**config.mk**
```make
export PLATFORM = sky130hd
export DESIGN_NAME = mem_stage
export DESIGN_NICKNAME = d
export VERILOG_FILES = /design/src/rtl/mem_stage_pkg.sv /design/src/rtl/mem_stage_load_align.sv /design/src/rtl/mem_stage.sv
export SDC_FILE = /design/constraint.sdc
export NUM_CORES = 1
export LEC_CHECK = 0
export ABC_CLOCK_PERIOD_IN_PS = 3200
export CAP_MARGIN = 20
export CORE_MARGIN = 5
export CORE_UTILIZATION = 47
export DETAILED_ROUTE_END_ITERATION = 10
export HOLD_SLACK_MARGIN = 0.12
export PLACE_DENSITY = 0.86
export SYNTH_ARGS = -nofsm -noshare
export SYNTH_HDL_FRONTEND = slang
export SYNTH_SLANG_ARGS = --single-unit
```
**constraint.sdc**
```tcl
create_clock -name clk -period 3.2 [get_ports clk]
set_clock_uncertainty 0.15 [all_clocks]
set_input_delay 0.48 -clock clk [delete_from_list [all_inputs] [get_ports clk]]
set_output_delay 0.48 -clock clk [all_outputs]
set_load 0.02 [all_outputs]
```
**src/rtl/mem_stage_pkg.sv**
```systemverilog
// Shared definitions for the memory-access stage: op/state encodings,
// mask and lane constants, and small op-classification helpers.
package mem_stage_pkg;

    localparam int          DATA_W     = 32;
    localparam int          REG_W      = 5;
    localparam int          BYTE_W     = 8;
    localparam logic [3:0]  WMASK_FULL = 4'b1111;
    localparam logic [3:0]  WMASK_NONE = 4'b0000;

    typedef enum logic [2:0] {
        MEM_NONE = 3'd0,
        MEM_LW   = 3'd1,
        MEM_LBU  = 3'd2,
        MEM_SW   = 3'd3,
        MEM_SB   = 3'd4
    } mem_op_e;

    typedef enum logic [1:0] {
        S_IDLE = 2'd0,
        S_REQ  = 2'd1,
        S_RSP  = 2'd2
    } mem_state_e;

    function automatic logic is_store(input mem_op_e op);
        return (op == MEM_SW) || (op == MEM_SB);
    endfunction

    // Only full-word ops carry an alignment requirement; byte ops never fault.
    function automatic logic is_misaligned(input mem_op_e op, input logic [1:0] lane);
        return ((op == MEM_LW) || (op == MEM_SW)) && (lane != 2'b00);
    endfunction

endpackage

```
**src/rtl/mem_stage_load_align.sv**
```systemverilog
// Load data alignment: word passthrough for LW, zero-extended byte lane for LBU.
module load_align
    import mem_stage_pkg::*;
(
    input  logic [DATA_W-1:0] word,
    input  logic [1:0]        lane,
    input  mem_op_e           op,
    output logic [DATA_W-1:0] data
);

    logic [BYTE_W-1:0] byte_sel;

    // Little-endian lane pick, then extend according to the load width.
    always_comb begin
        byte_sel = word[{lane, 3'b000} +: BYTE_W];
        data     = word;
        if (op == MEM_LBU)
            data = {{(DATA_W-BYTE_W){1'b0}}, byte_sel};
    end

endmodule

```
**src/rtl/mem_stage.sv**
```systemverilog
// Memory-access stage: accepts one op at a time from execute, drives the
// data-memory request/response handshake, and emits a registered writeback.
module mem_stage
    import mem_stage_pkg::*;
(
    input  logic              clk,
    input  logic              n_reset,
    input  logic              valid_i,
    output logic              ready_o,
    input  mem_op_e           op_i,
    input  logic [DATA_W-1:0] addr_i,
    input  logic [DATA_W-1:0] wdata_i,
    input  logic [REG_W-1:0]  rd_addr_i,
    input  logic              rd_we_i,
    output logic              dmem_req_valid_o,
    input  logic              dmem_req_ready_i,
    output logic              dmem_we_o,
    output logic [DATA_W-1:0] dmem_addr_o,
    output logic [DATA_W-1:0] dmem_wdata_o,
    output logic [3:0]        dmem_wmask_o,
    input  logic              dmem_rsp_valid_i,
    input  logic [DATA_W-1:0] dmem_rsp_data_i,
    output logic              wb_valid_o,
    output logic              wb_we_o,
    output logic [REG_W-1:0]  wb_rd_addr_o,
    output logic [DATA_W-1:0] wb_data_o,
    output logic              misalign_o
);

    mem_state_e        state;
    mem_op_e           op_q;
    logic [1:0]        lane_q;
    logic [REG_W-1:0]  rd_q;
    logic [DATA_W-1:0] load_data;

    assign ready_o = (state == S_IDLE);

    load_align u_load_align (
        .word (dmem_rsp_data_i),
        .lane (lane_q),
        .op   (op_q),
        .data (load_data)
    );

    // Stage FSM; request fields and writeback record are all registered here
    // so reset clears every output, including an in-flight request.
    always_ff @(posedge clk or negedge n_reset) begin
        if (!n_reset) begin
            state            <= S_IDLE;
            op_q             <= MEM_NONE;
            lane_q           <= 2'b00;
            rd_q             <= '0;
            dmem_req_valid_o <= 1'b0;
            dmem_we_o        <= 1'b0;
            dmem_addr_o      <= '0;
            dmem_wdata_o     <= '0;
            dmem_wmask_o     <= WMASK_NONE;
            wb_valid_o       <= 1'b0;
            wb_we_o          <= 1'b0;
            wb_rd_addr_o     <= '0;
            wb_data_o        <= '0;
            misalign_o       <= 1'b0;
        end else begin
            wb_valid_o <= 1'b0;
            misalign_o <= 1'b0;
            case (state)
                S_IDLE: begin
                    if (valid_i) begin
                        op_q   <= op_i;
                        lane_q <= addr_i[1:0];
                        rd_q   <= rd_addr_i;
                        if (op_i == MEM_NONE) begin
                            wb_valid_o   <= 1'b1;
                            wb_we_o      <= rd_we_i;
                            wb_rd_addr_o <= rd_addr_i;
                            wb_data_o    <= addr_i;
                        end else if (is_misaligned(op_i, addr_i[1:0])) begin
                            wb_valid_o   <= 1'b1;
                            wb_we_o      <= 1'b0;
                            wb_rd_addr_o <= rd_addr_i;
                            misalign_o   <= 1'b1;
                        end else begin
                            state            <= S_REQ;
                            dmem_req_valid_o <= 1'b1;
                            dmem_we_o        <= is_store(op_i);
                            dmem_addr_o      <= {addr_i[DATA_W-1:2], 2'b00};
                            case (op_i)
                                MEM_SW: begin
                                    dmem_wmask_o <= WMASK_FULL;
                                    dmem_wdata_o <= wdata_i;
                                end
                                MEM_SB: begin
                                    dmem_wmask_o <= 4'b0001 << addr_i[1:0];
                                    dmem_wdata_o <= {4{wdata_i[BYTE_W-1:0]}};
                                end
                                default: begin
                                    dmem_wmask_o <= WMASK_NONE;
                                    dmem_wdata_o <= '0;
                                end
                            endcase
                        end
                    end
                end
                S_REQ: begin
                    if (dmem_req_ready_i) begin
                        dmem_req_valid_o <= 1'b0;
                        if (is_store(op_q)) begin
                            state        <= S_IDLE;
                            wb_valid_o   <= 1'b1;
                            wb_we_o      <= 1'b0;
                            wb_rd_addr_o <= rd_q;
                        end else begin
                            state <= S_RSP;
                        end
                    end
                end
                S_RSP: begin
                    if (dmem_rsp_valid_i) begin
                        state        <= S_IDLE;
                        wb_valid_o   <= 1'b1;
                        wb_we_o      <= 1'b1;
                        wb_rd_addr_o <= rd_q;
                        wb_data_o    <= load_data;
                    end
                end
                default: state <= S_IDLE;
            endcase
        end
    end

endmodule

```
==> results.sh, run 1 <==
export IMPL_drv_slew=0
export IMPL_syn_to_final_growth_pct=52.6
export IMPL_rrSetupSlack_ns=0.65
export IMPL_multiInputGateArea_sq_um=2270
export IMPL_critPathMaxStageDelay_ns=0.71
export IMPL_nets=829
export IMPL_drc=0
export IMPL_timing_slew_headroom=0.307
export IMPL_worst_setup_path_type="flip-flop to output pin"
export IMPL_postRouteWirelength_um=17600
export IMPL_path_clk_slew_ns=0.06
export IMPL_yosysUniqueCellTypes=44
export IMPL_hp_start="dmem_wdata_o[23]"
export IMPL_grt_pass1_wl_um=28100
export IMPL_numClockSinks=120
export IMPL_reg2reg_to="wb_rd_addr_o[2]"
export IMPL_gp_congestion=0.880
export IMPL_cp_arrival_ns=2.11
export IMPL_clk_latency_ns=0.41
export IMPL_antenna_left=0
export IMPL_path_max_fanout=11
export IMPL_final_common_cell="clkdlybuf4s50_1"
export IMPL_cts_hold_buf=1
export IMPL_p_per_area_nw_per_um2=1020
export IMPL_min_period_over_period=0.856
export IMPL_final_cell_count_no_fill=870
export IMPL_routed_via_density=5.62
export IMPL_antenna_found_initial=0
export IMPL_min_path_type="flip-flop to flip-flop"
export IMPL_syn_inst=500
export IMPL_port_buffers=218
export IMPL_avgSynthCellArea_sq_um=10.9
export IMPL_crit_slowest_cell="clkdlybuf4s50_1"
export IMPL_max_freq_mhz=365
export IMPL_first_global_vias=5040
export IMPL_dp_cells=838
export IMPL_crit_chain="inv_1 -> ha_1 -> clkdlybuf4s50_1"
export IMPL_drv_cap=0
export IMPL_synth_top_area_cell="dfrtp_1"
export IMPL_startpoint="state[1]"
export IMPL_drive_gt1_frac=0.135
export IMPL_drt_iter0_drc=401
export IMPL_combPwrFrac=0.485
export IMPL_die_w_um=118
export IMPL_rsz0062_at_grt="no"
export IMPL_synth_area_top_cells="dfrtp_1, mux2_2, a21oi_1"
export IMPL_start_util=0.478
export IMPL_hold_depth=2
export IMPL_status="finished clean"
export IMPL_ys_seq_elements=120
export IMPL_vias=4892
export IMPL_switching_share=0.377
export IMPL_final_util=0.729
export IMPL_ff2ff_path_depth=6
export IMPL_ios=221
export IMPL_worstSetupEndpointType="output pin"
export IMPL_finalSetupViolCount=0
export IMPL_setup_worst_path_start_class="flip-flop"
export IMPL_rr_startpoint="state[1]"
export IMPL_power_frac_seq=0.313
export IMPL_htree_levels=4
export IMPL_async_flop_share=1.00
export IMPL_post_cts_resized=0
export IMPL_final_seq_area_sq_um=3000
export IMPL_internal_power_w=0.00530
export IMPL_clockBufferDepth=2
export IMPL_synth_seq_area_share=0.550
export IMPL_synth_edf_count=0
export IMPL_wl_per_cell_um=20.2
export IMPL_p_sw_w=0.00321
export IMPL_final_min_clock_period_ns=2.74
export IMPL_rows=39
export IMPL_netlist_area_leader_share=0.550
export IMPL_n_antenna_cell=0
export IMPL_syn_area_sq_um=5460
export IMPL_grt_max_degree=78
export IMPL_cellLeakagePower_nw=3.44
export IMPL_cp_required_ns=2.57
export IMPL_finalPower_w=0.00851
export IMPL_worst_slack_ns=0.461
export IMPL_synth_main_ff_cell="dfrtp_1"
export IMPL_dp_hpwl_um=13100
export IMPL_die_h_um=118
export IMPL_dp_slack_ns=0.426
export IMPL_fillers=797
export IMPL_synth_warnings=0
export IMPL_post_cts_setup_buffer_count=0
export IMPL_tightest_slew_ns=1.04
export IMPL_dr_pass1_iters=5
export IMPL_tns_ns=0
export IMPL_hold_viol_final=0
export IMPL_final_cell_mix="clkdlybuf4s50_1, dfrtp_1, a21oi_1"
export IMPL_pwr_share_clk=0.202
export IMPL_grt_remaining_overflow=0
export IMPL_grt_use_total=0.255
export IMPL_cts_tree="yes"
export IMPL_die_area_sq_um=13900
export IMPL_cts_made_buffers=17
export IMPL_coreArea_sq_um=11400
export IMPL_cts_root_buf="clkbuf_16"
export IMPL_hold_end="dmem_wdata_o[23]"
export IMPL_irDropWorstVdd_mv=0.564
[power by group through the flow]
| stage | Sequential (W) | Combinational [W] | Clock (W) |
|---|---|---|---|
| final | 0.00266 | 0.00412 | 0.00172 |
| after floorplan | 0.00330 | 0.00160 | 0 |
| after global placement | 0.00263 | 0.00402 | 0 |
| after global routing | 0.00275 | 0.00439 | 0.00183 |
| after CTS | 0.00266 | 0.00415 | 0.00175 |
| after detailed placement | 0.00267 | 0.00412 | 0 |
[metal layers]
layer / GRT usage / share of wire / routed length [um] / vias to the layer above
li1: - / - / - / 2223
met1: 0.317 / 0.40 / 7020 / 2427
met2: 0.421 / 0.51 / 8980 / 200
met3: 0.0702 / 0.059 / 1040 / 42
met4: 0.102 / 0.032 / 559 / 0
met5: 0 / 0 / 0 / -
[stage by stage]
stage	area, sq um	hold WS, ns
2_1_floorplan	5460	0.0344
3_3_place_gp	7790	0.313
3_5_place_dp	7790	0.319
4_1_cts	8330	0.331
5_1_grt	8330	0.353
6_report	8330	0.328
[cell usage after synthesis, drive strengths merged, types with 4 or more instances]
cell type and number:
and2 8, a22oi 24, a22o 12, mux2i 9
inv 7, mux2 50, clkbuf 14, buf 22
ha 4, nand3 10, nand2 38, nor3b 4
dfrtp 120, o21ai 41, a21oi 58, o2111ai 7
nor2 44
[critical path: cells and delay by family, from the launching register on]
family | cells | cell delay [ns]
flip-flops | 1 | 0.42
buffers and inverters | 2 | 0.81
adder cells (fa/ha/maj) | 1 | 0.47
[logic make-up after synthesis]
logic type	share of synthesized area
AOI/OAI and AO/OA	0.174
and+or+nand+nor	0.103
other	0.000687
DFF	0.550
adders and majority gates	0.00917
buffers and inverters	0.0392
muxes	0.124
[layout make-up]
type	count	area share
sequential	120	0.361
timing repair buffer	231	0.278
clock buffer	22	0.0545
inverter	7	0.00315
clock inverter	9	0.00931
multi-input combinational	338	0.273
tap	143	0.0215
[flip-flops by register name (all words and copies together) (netlist names)]
name	flops
dmem_addr_o	30
dmem_req_valid_o	1
dmem_wdata_o	32
dmem_we_o	1
dmem_wmask_o	4
lane_q	2
misalign_o	1
op_q	3
rd_q	5
state	2
wb_data_o	32
wb_rd_addr_o	5
wb_valid_o	1
wb_we_o	1
[worst max-delay path by stage]
stage	depth (start not counted)	slack [ns]	end
floorplan	8	0.88	wb_rd_addr_o[0]
global placement	5	0.51	wb_rd_addr_o[4]
detailed placement	5	0.43	wb_rd_addr_o[2]
CTS	3	0.45	ready_o
global route	3	0.35	ready_o
finish	3	0.46	ready_o
Power figures use the tool's default switching activity.
==> run 2: changes to the inputs <==
SLEW_MARGIN = 30   (was not set)
==> results.sh, run 2 (synthesis results as in run 1) <==
export IMPL_p_per_area_nw_per_um2=1050
export IMPL_setup_worst_path_start_class="flip-flop"
export IMPL_clockBufferDepth=2
export IMPL_min_period_over_period=0.863
export IMPL_drv_slew=0
export IMPL_start_util=0.478
export IMPL_final_min_clock_period_ns=2.76
export IMPL_n_antenna_cell=0
export IMPL_irDropWorstVdd_mv=0.583
export IMPL_final_seq_area_sq_um=3000
export IMPL_port_buffers=218
export IMPL_htree_levels=4
export IMPL_min_path_type="flip-flop to flip-flop"
export IMPL_rrSetupSlack_ns=0.65
export IMPL_gp_congestion=0.880
export IMPL_die_w_um=118
export IMPL_routed_via_density=5.69
export IMPL_path_max_fanout=11
export IMPL_grt_remaining_overflow=0
export IMPL_die_area_sq_um=13900
export IMPL_path_clk_slew_ns=0.06
export IMPL_max_freq_mhz=362
export IMPL_grt_max_degree=78
export IMPL_drt_iter0_drc=391
export IMPL_drv_cap=0
export IMPL_final_common_cell="clkdlybuf4s50_1"
export IMPL_coreArea_sq_um=11400
export IMPL_first_global_vias=5114
export IMPL_die_h_um=118
export IMPL_grt_use_total=0.259
export IMPL_finalSetupViolCount=0
export IMPL_fillers=762
export IMPL_rows=39
export IMPL_tightest_slew_ns=0.769
export IMPL_cts_tree="yes"
export IMPL_cp_arrival_ns=2.13
export IMPL_vias=4952
export IMPL_antenna_found_initial=0
export IMPL_hold_viol_final=0
export IMPL_dr_pass1_iters=5
export IMPL_cp_required_ns=2.57
export IMPL_syn_to_final_growth_pct=55.0
export IMPL_worstSetupEndpointType="output pin"
export IMPL_tns_ns=0
export IMPL_wl_per_cell_um=20.6
export IMPL_nets=829
export IMPL_postRouteWirelength_um=18000
export IMPL_status="finished clean"
export IMPL_timing_slew_headroom=0.487
export IMPL_design_area_sq_um=8460
export IMPL_numClockSinks=120
export IMPL_ios=221
export IMPL_worst_setup_path_type="flip-flop to output pin"
export IMPL_cts_root_buf="clkbuf_16"
export IMPL_top_regs="dmem_wdata_o x32, wb_data_o x32, dmem_addr_o x30"
export IMPL_drc=0
export IMPL_final_cell_mix="clkdlybuf4s50_1, dfrtp_1, a21oi_1"
export IMPL_clk_latency_ns=0.41
export IMPL_cts_made_buffers=17
export IMPL_drive_gt1_frac=0.140
export IMPL_multiInputGateArea_sq_um=2280
export IMPL_cellLeakagePower_nw=3.50
export IMPL_grt_pass1_wl_um=28600
export IMPL_antenna_left=0
export IMPL_dp_hpwl_um=13100
export IMPL_place_area_sq_um=7790
export IMPL_rsz0062_at_grt="no"
## run 2: changes by cell type in the layout (fill, tap and decap cells not counted), sizes merged
cell,previous run,this run
clkbuf,22,20
bufinv,1,5
clkinvlp,3,2
## run 2: final timing paths
path	start	end	cells past startpoint
setup / recovery	state[0]	ready_o	3
hold / removal	dmem_wdata_o[12]	dmem_wdata_o[12]	2
setup reg to reg	state[0]	wb_rd_addr_o[2]	6
hold reg to reg	dmem_wdata_o[12]	dmem_wdata_o[12]	2
max in group asynchronous	n_reset	dmem_addr_o[22]	3
min in group asynchronous	n_reset	wb_valid_o	2
## run 2: critical path, stage by stage (launching register included)
cell             delay, ns
dfrtp_1               0.40
inv_1                 0.11
ha_1                  0.50
clkdlybuf4s50_1       0.71
## run 2: report_power, final
group | leakage, nW | total (W) | switching [W] | internal (W)
Sequential | 1.46 | 0.00267 | 0.000462 | 0.00221
Clock | 0.316 | 0.00210 | 0.000680 | 0.00142
Combinational | 1.73 | 0.00415 | 0.00213 | 0.00202
Total | 3.50 | 0.00891 | 0.00327 | 0.00564
## run 2: final cells by class
type / count / share of cell area
Timing Repair Buffer: 231 / 0.274
Clock inverter: 12 / 0.0234
Tap cell: 143 / 0.0212
Sequential cell: 120 / 0.355
Multi-Input combinational cell: 338 / 0.269
Inverter: 7 / 0.00311
Clock buffer: 20 / 0.0540
## run 2: timing repair
| action | in CTS | in global routing |
|---|---|---|
| hold buffers | 1 | 0 |
| setup buffers | 0 | 0 |
| resized for setup | 0 | 0 |
| hold endpoints to repair | 51 | 0 |
## run 2: through the flow
step	util	hold slack, ns	power, W	std cells	setup WS [ns]
final	0.741	0.333	0.00891	871	0.438
after floorplan	-	0.0344	0.00491	501	0.884
after CTS	0.741	0.334	0.00896	871	0.438
after global placement	0.682	0.313	0.00665	838	0.514
after global routing	0.741	0.356	0.00936	871	0.315
after detailed placement	0.682	0.322	0.00680	838	0.403
## run 2: layer usage
layer  wire length, um  GRT usage  vias to the layer above
li1                  -          -                     2231
met1              7080      0.322                     2435
met2              9140      0.426                      238
met3              1160     0.0678                       48
met4               577      0.115                        0
met5                 0          0                        -
